## src/rtl/stage_accumulator.sv

```systemverilog
// Per-stage leaf-value accumulator: sums signed leaves until eot, compares against a ROM threshold, emits one verdict per window.
// Verdict valid two cycles after the window's final eot; din_ready drops in COMPARE/REPORT and stays low while dout_ready is low.
module stage_accumulator #(
  parameter  int W_LEAF       = 14,
  parameter  int W_ACC        = 22,
  parameter  int W_STAGE_THR  = 22,
  parameter  int STAGE_NUM    = 25,
  localparam int W_ADDR_STAGE = $clog2(STAGE_NUM)
) (
  input  logic                           clk,
  input  logic                           rst,
  input  logic                           din_valid,
  output logic                           din_ready,
  input  logic signed [W_LEAF-1:0]       din_data,
  input  logic                           din_eot,
  output logic        [W_ADDR_STAGE-1:0] thr_addr,
  input  logic signed [W_STAGE_THR-1:0]  thr_data,
  output logic                           dout_valid,
  input  logic                           dout_ready,
  output logic                           dout_detect,
  output logic        [W_ADDR_STAGE-1:0] dout_stage
);

  localparam int W_CMP = (W_ACC > W_STAGE_THR) ? W_ACC : W_STAGE_THR;
  localparam logic [W_ADDR_STAGE-1:0] LAST_STAGE = W_ADDR_STAGE'(STAGE_NUM - 1);

  typedef enum logic [1:0] {
    S_ACC     = 2'd0,
    S_COMPARE = 2'd1,
    S_DRAIN   = 2'd2,
    S_REPORT  = 2'd3
  } state_t;

  state_t                        r_state;
  logic signed [W_ACC-1:0]       r_acc;
  logic        [W_ADDR_STAGE-1:0] r_stage_cnt;
  logic                          r_dout_valid;
  logic                          r_dout_detect;
  logic        [W_ADDR_STAGE-1:0] r_dout_stage;

  state_t                        w_state_nxt;
  logic signed [W_ACC-1:0]       w_acc_nxt;
  logic        [W_ADDR_STAGE-1:0] w_stage_cnt_nxt;
  logic                          w_detect_nxt;
  logic        [W_ADDR_STAGE-1:0] w_dout_stage_nxt;

  logic signed [W_ACC-1:0]       w_leaf_ext;
  logic signed [W_CMP-1:0]       w_acc_cmp;
  logic signed [W_CMP-1:0]       w_thr_cmp;
  logic                          w_pass;
  logic                          w_din_fire;
  logic                          w_dout_fire;
  logic                          w_last_stage;

  assign din_ready    = (r_state == S_ACC) || (r_state == S_DRAIN);
  assign w_din_fire   = din_valid && din_ready;
  assign w_dout_fire  = r_dout_valid && dout_ready;
  assign w_last_stage = (r_stage_cnt == LAST_STAGE);

  assign w_leaf_ext = W_ACC'(din_data);
  assign w_acc_cmp  = W_CMP'(r_acc);
  assign w_thr_cmp  = W_CMP'(thr_data);
  assign w_pass     = (w_acc_cmp >= w_thr_cmp);

  assign thr_addr    = r_stage_cnt;
  assign dout_valid  = r_dout_valid;
  assign dout_detect = r_dout_detect;
  assign dout_stage  = r_dout_stage;

  always_comb begin
    w_state_nxt      = r_state;
    w_acc_nxt        = r_acc;
    w_stage_cnt_nxt  = r_stage_cnt;
    w_detect_nxt     = r_dout_detect;
    w_dout_stage_nxt = r_dout_stage;
    case (r_state)
      S_ACC: begin
        if (w_din_fire) begin
          w_acc_nxt = r_acc + w_leaf_ext;
          if (din_eot) begin
            w_state_nxt = S_COMPARE;
          end
        end
      end
      S_COMPARE: begin
        if (w_pass) begin
          if (w_last_stage) begin
            w_detect_nxt     = 1'b1;
            w_dout_stage_nxt = r_stage_cnt;
            w_state_nxt      = S_REPORT;
          end else begin
            w_stage_cnt_nxt = r_stage_cnt + 1'b1;
            w_acc_nxt       = '0;
            w_state_nxt     = S_ACC;
          end
        end else begin
          w_detect_nxt     = 1'b0;
          w_dout_stage_nxt = r_stage_cnt;
          w_acc_nxt        = '0;
          if (w_last_stage) begin
            w_state_nxt = S_REPORT;
          end else begin
            w_stage_cnt_nxt = r_stage_cnt + 1'b1;
            w_state_nxt     = S_DRAIN;
          end
        end
      end
      S_DRAIN: begin
        // Beats are swallowed only to keep upstream feature indexing in step.
        if (w_din_fire && din_eot) begin
          if (w_last_stage) begin
            w_state_nxt = S_REPORT;
          end else begin
            w_stage_cnt_nxt = r_stage_cnt + 1'b1;
          end
        end
      end
      S_REPORT: begin
        if (w_dout_fire) begin
          w_stage_cnt_nxt = '0;
          w_acc_nxt       = '0;
          w_state_nxt     = S_ACC;
        end
      end
      default: w_state_nxt = S_ACC;
    endcase
  end

  always_ff @(posedge clk) begin
    if (!rst) begin
      r_state <= S_ACC;
    end else begin
      r_state <= w_state_nxt;
    end
  end

  // Entry from DRAIN spends one REPORT cycle with valid low so both reject paths share the same latency.
  always_ff @(posedge clk) begin
    if (!rst) begin
      r_acc         <= '0;
      r_stage_cnt   <= '0;
      r_dout_valid  <= 1'b0;
      r_dout_detect <= 1'b0;
      r_dout_stage  <= '0;
    end else begin
      r_acc         <= w_acc_nxt;
      r_stage_cnt   <= w_stage_cnt_nxt;
      r_dout_valid  <= (w_state_nxt == S_REPORT) && (r_state != S_DRAIN);
      r_dout_detect <= w_detect_nxt;
      r_dout_stage  <= w_dout_stage_nxt;
    end
  end

endmodule

```

## config.mk

```make
export PLATFORM = sky130hd
export DESIGN_NAME = stage_accumulator
export DESIGN_NICKNAME = d
export VERILOG_FILES = /design/src/rtl/stage_accumulator.sv
export SDC_FILE = /design/constraint.sdc
export NUM_CORES = 1
export LEC_CHECK = 0
export CAP_MARGIN = 20
export CORE_UTILIZATION = 29
export DETAILED_ROUTE_END_ITERATION = 12
export PLACE_DENSITY_LB_ADDON = 0.25
export REMOVE_ABC_BUFFERS = 1
export SETUP_SLACK_MARGIN = 0.3
export SLEW_MARGIN = 15
export SYNTH_ARGS = -nofsm -noshare
export SYNTH_HDL_FRONTEND = slang
export SYNTH_SLANG_ARGS = --single-unit
```

## constraint.sdc

```tcl
create_clock -name clk -period 9.04 [get_ports clk]
set_clock_uncertainty 0.15 [all_clocks]
set_input_delay 2.712 -clock clk [delete_from_list [all_inputs] [get_ports clk]]
set_output_delay 2.712 -clock clk [all_outputs]
set_load 0.01 [all_outputs]
```

==> results.py <==
metrics = {
    "clock_tree": {
        "numCtsBuffers": 5,
        "clkSinkCount": 36,
        "cts_buffer_depth": 2,
        "clk_latency_ns": 0.30,
        "clkTransAtPathRegs_ns": 0.08,
        "cts_resized": 0,
        "ctsHoldBuffers": 0,
        "clock-root-buffer": "clkbuf_8",
        "cts_tree": "yes",
        "h-tree-depth": 2,
        "postCtsSetupBuffers": 0,
    },
    "finish": {
        "utilization": 0.3736,
        "antenna_cells": 0,
        "nets": 534,
        "drive_above_1_share": 0.04241,
        "postLayoutCellArea_um2": 3822,
        "synthToLayoutAreaGrowth_pct": 25.51,
    },
    "routing": {
        "drtIter0Drc": 76,
        "vias_per_cell": 5.002,
        "vias": 2921,
        "dr.pass1.iters": 4,
        "drc_errors": 0,
        "wl_per_cell_um": 13.71,
        "antenna_left": 0,
        "wl_mm": 8.005,
    },
    "global_route": {
        "grt_pass1_wl_mm": 13.39,
        "antenna_found_initial": 0,
        "grt_max_degree": 30,
        "grt_usage": 0.1517,
        "grt_pass1_vias": 2821,
        "gr-total-overflow": 0,
    },
    "die": {
        "initial_core_util": 0.2977,
        "die_area_um2": 10920,
        "die_x_um": 104.5,
        "die_h_um": 104.5,
        "io_pins": 54,
        "coreArea_um2": 10230,
        "rows": 37,
    },
    "worst_setup_path": {
        "endpoint_kind": "register",
        "crit_buf_inv": 1,
        "arrival_ns": 5.85,
        "cp_slowest_cell": "clkdlybuf4s50_1",
        "worstPathRequired_ns": 9.10,
        "worst_path_largest_cell_delay_ns": 0.61,
        "worstSetupPathType": "input pin to register",
        "critPathMaxFanout": 11,
        "path_cells": "clkdlybuf4s50_1 > ha_1 > a21oi_1 > o21ai_0 > or3b_1 > a311oi_1 > nor2_2 > mux2i_1 > or4b_1 > a31oi_1",
        "crit_family": "simple AND/OR/NAND/NOR gates",
        "start_kind": "input pin",
    },
    "sta": {
        "period_minus_slack_ns": 5.792,
        "finalSetupViolCount": 0,
        "rsz0062_at_grt": "no",
        "max_slew_margin": 0.3161,
        "hold_slack_ns": 0.3315,
        "setup_tns_ns": 0,
        "hold_viol": 0,
        "max_freq_mhz": 172.6,
        "worst_slew_pin_slew_ns": 1.025,
        "min_period_over_period": 0.6407,
        "final-max-slew-violation-count": 0,
    },
    "placed_design": {
        "place_area_um2": 3707,
        "gp_congestion": 0.8084,
        "io_buffers": 53,
        "dp_hpwl_mm": 6.188,
    },
    "pwr": {
        "switching_share": 0.4018,
        "ir_worst_vdd_mv": 0.06861,
        "power_frac_clock": 0.221,
        "p_leak_nw": 1.669,
        "powerDensity_nw_per_um2": 177.1,
        "pwr-share-comb": 0.478,
        "p_sw_w": 0.0002720,
        "p_seq_frac": 0.301,
        "p_int_w": 0.0004050,
    },
    "logic_synthesis": {
        "ys_seq_area_frac": 0.2366,
        "ys_ff_latch": 36,
        "synth_ff_type": "dfxtp_1",
        "ys_top_cells_by_area": "dfxtp_1 (24%), ha_1 (18%), a21oi_1 (8.4%), nor2_1 (4.8%), nand2_1 (4.2%)",
        "yosysTopAreaCell": "dfxtp_1",
        "synthCells": 398,
        "synthesis.area_um2": 3045,
        "syn_avg_cell_area_um2": 7.652,
        "yosys_warnings": 0,
        "synth_cell_types": 52,
        "yosysMostFrequentCell": "a21oi_1",
        "async_flop_share": 0,
        "yosysTopAreaCellShare": 0.2366,
        "synth-edff-count": 0,
        "ys_top_cells_by_count": "a21oi_1 (51), ha_1 (45), nor2_1 (39), dfxtp_1 (36), nand2_1 (34)",
    },
    "flow_run": {
        "cap_violations": 0,
    },
    "run_status": {
        "outcome": "complete, no violations",
    },
    "min_path": {
        "hp-class": "register to register",
    },
}
-- power by group through the flow --
stage / logic, W / registers [W] / clock network, W
6_report: 0.000324 / 0.000204 / 0.000149
4_1_cts: 0.000323 / 0.000204 / 0.000155
3_3_place_gp: 0.000318 / 0.000208 / 0
2_1_floorplan: 0.000238 / 0.000202 / 0
5_1_grt: 0.000368 / 0.000208 / 0.000162
3_5_place_dp: 0.000321 / 0.000208 / 0
-- registers in the layout, indices dropped and copies added (netlist names) --
name,count
thr_addr,5
dout_stage,5
dout_valid,1
r_state,2
r_acc,22
dout_detect,1
-- tightest hold or removal path, delay by kind of cell, from the launching register on --
kind	cells	cell delay [ns]
compound gates	1	0.05
flops	1	0.33
simple gates	1	0.06
-- logic make-up (layout without fill, tap and decap cells) --
| group | Yosys count | after routing | share of synthesized area |
|---|---|---|---|
| AOI/OAI and AO/OA | 110 | 110 | 0.2210 |
| xor gates and xnor gates | 21 | 21 | 0.06039 |
| adders and majority gates | 46 | 46 | 0.1915 |
| buffers and inverters | 46 | 96 | 0.05834 |
| DFF | 36 | 36 | 0.2366 |
| muxes | 8 | 8 | 0.02630 |
| and+or+nand+nor | 131 | 131 | 0.2058 |
-- stage by stage --
stage / cells / setup WS [ns] / power, W
6_report: 584 / 3.248 / 0.0006769
5_1_grt: 584 / 3.017 / 0.0007372
4_1_cts: 584 / 3.293 / 0.0006832
3_5_place_dp: 576 / 3.004 / 0.0005290
3_3_place_gp: 576 / 3.139 / 0.0005259
2_1_floorplan: 385 / 3.985 / 0.0004403
-- cell type report --
cell class,count,area [um2]
well taps,136,170.2
multi-input cells,316,2147
clock buffers,5,68.82
flip-flops and latches,36,720.7
clock inverters,3,46.29
fillers,1085,6409
inverters,33,123.9
repair buffers,55,545.5
-- cell usage in the layout (no fill, tap or decap), drive strengths merged, types with 2 or more instances in the layout --
master | netlist | final
o31ai | 2 | 2
nand4 | 12 | 12
buf | 4 | 2
or2 | 2 | 2
o21ai | 21 | 21
nor3 | 18 | 18
clkdlybuf4s50 | 0 | 53
dfxtp | 36 | 36
and3 | 4 | 4
nor2 | 41 | 41
o311ai | 2 | 2
xor2 | 10 | 10
mux2i | 8 | 8
nand2 | 34 | 34
xnor2 | 11 | 11
ha | 45 | 45
a211oi | 5 | 5
a21o | 6 | 6
a22oi | 3 | 3
a31oi | 5 | 5
a32o | 2 | 2
nand3 | 10 | 10
inv | 32 | 33
o21bai | 2 | 2
o211ai | 5 | 5
a21oi | 51 | 51
clkbuf | 9 | 5
nor2b | 2 | 2
a311oi | 2 | 2
-- path summary, 6_finish.rpt --
| kind | to | slack (ns) | cells past startpoint | startpoint |
|---|---|---|---|---|
| min | r_acc[11] | 0.33 | 2 | r_acc[11] |
| min reg2reg | r_acc[11] | 0.33 | 2 | r_acc[11] |
| max reg2reg | r_acc[7] | 5.94 | 9 | r_acc[21] |
| max | r_acc[21] | 3.25 | 10 | din_data[13] |
-- metal layers --
metal	part of all wire	wire [um]	vias up	GRT usage
met1	0.49	3924	1326	0.2066
met3	0.038	308	8	0.02569
met4	0.013	101	0	0.04490
li1	-	-	1533	-
met5	0	0	-	0
met2	0.46	3670	54	0.2436
Power figures use the tool's default switching activity.
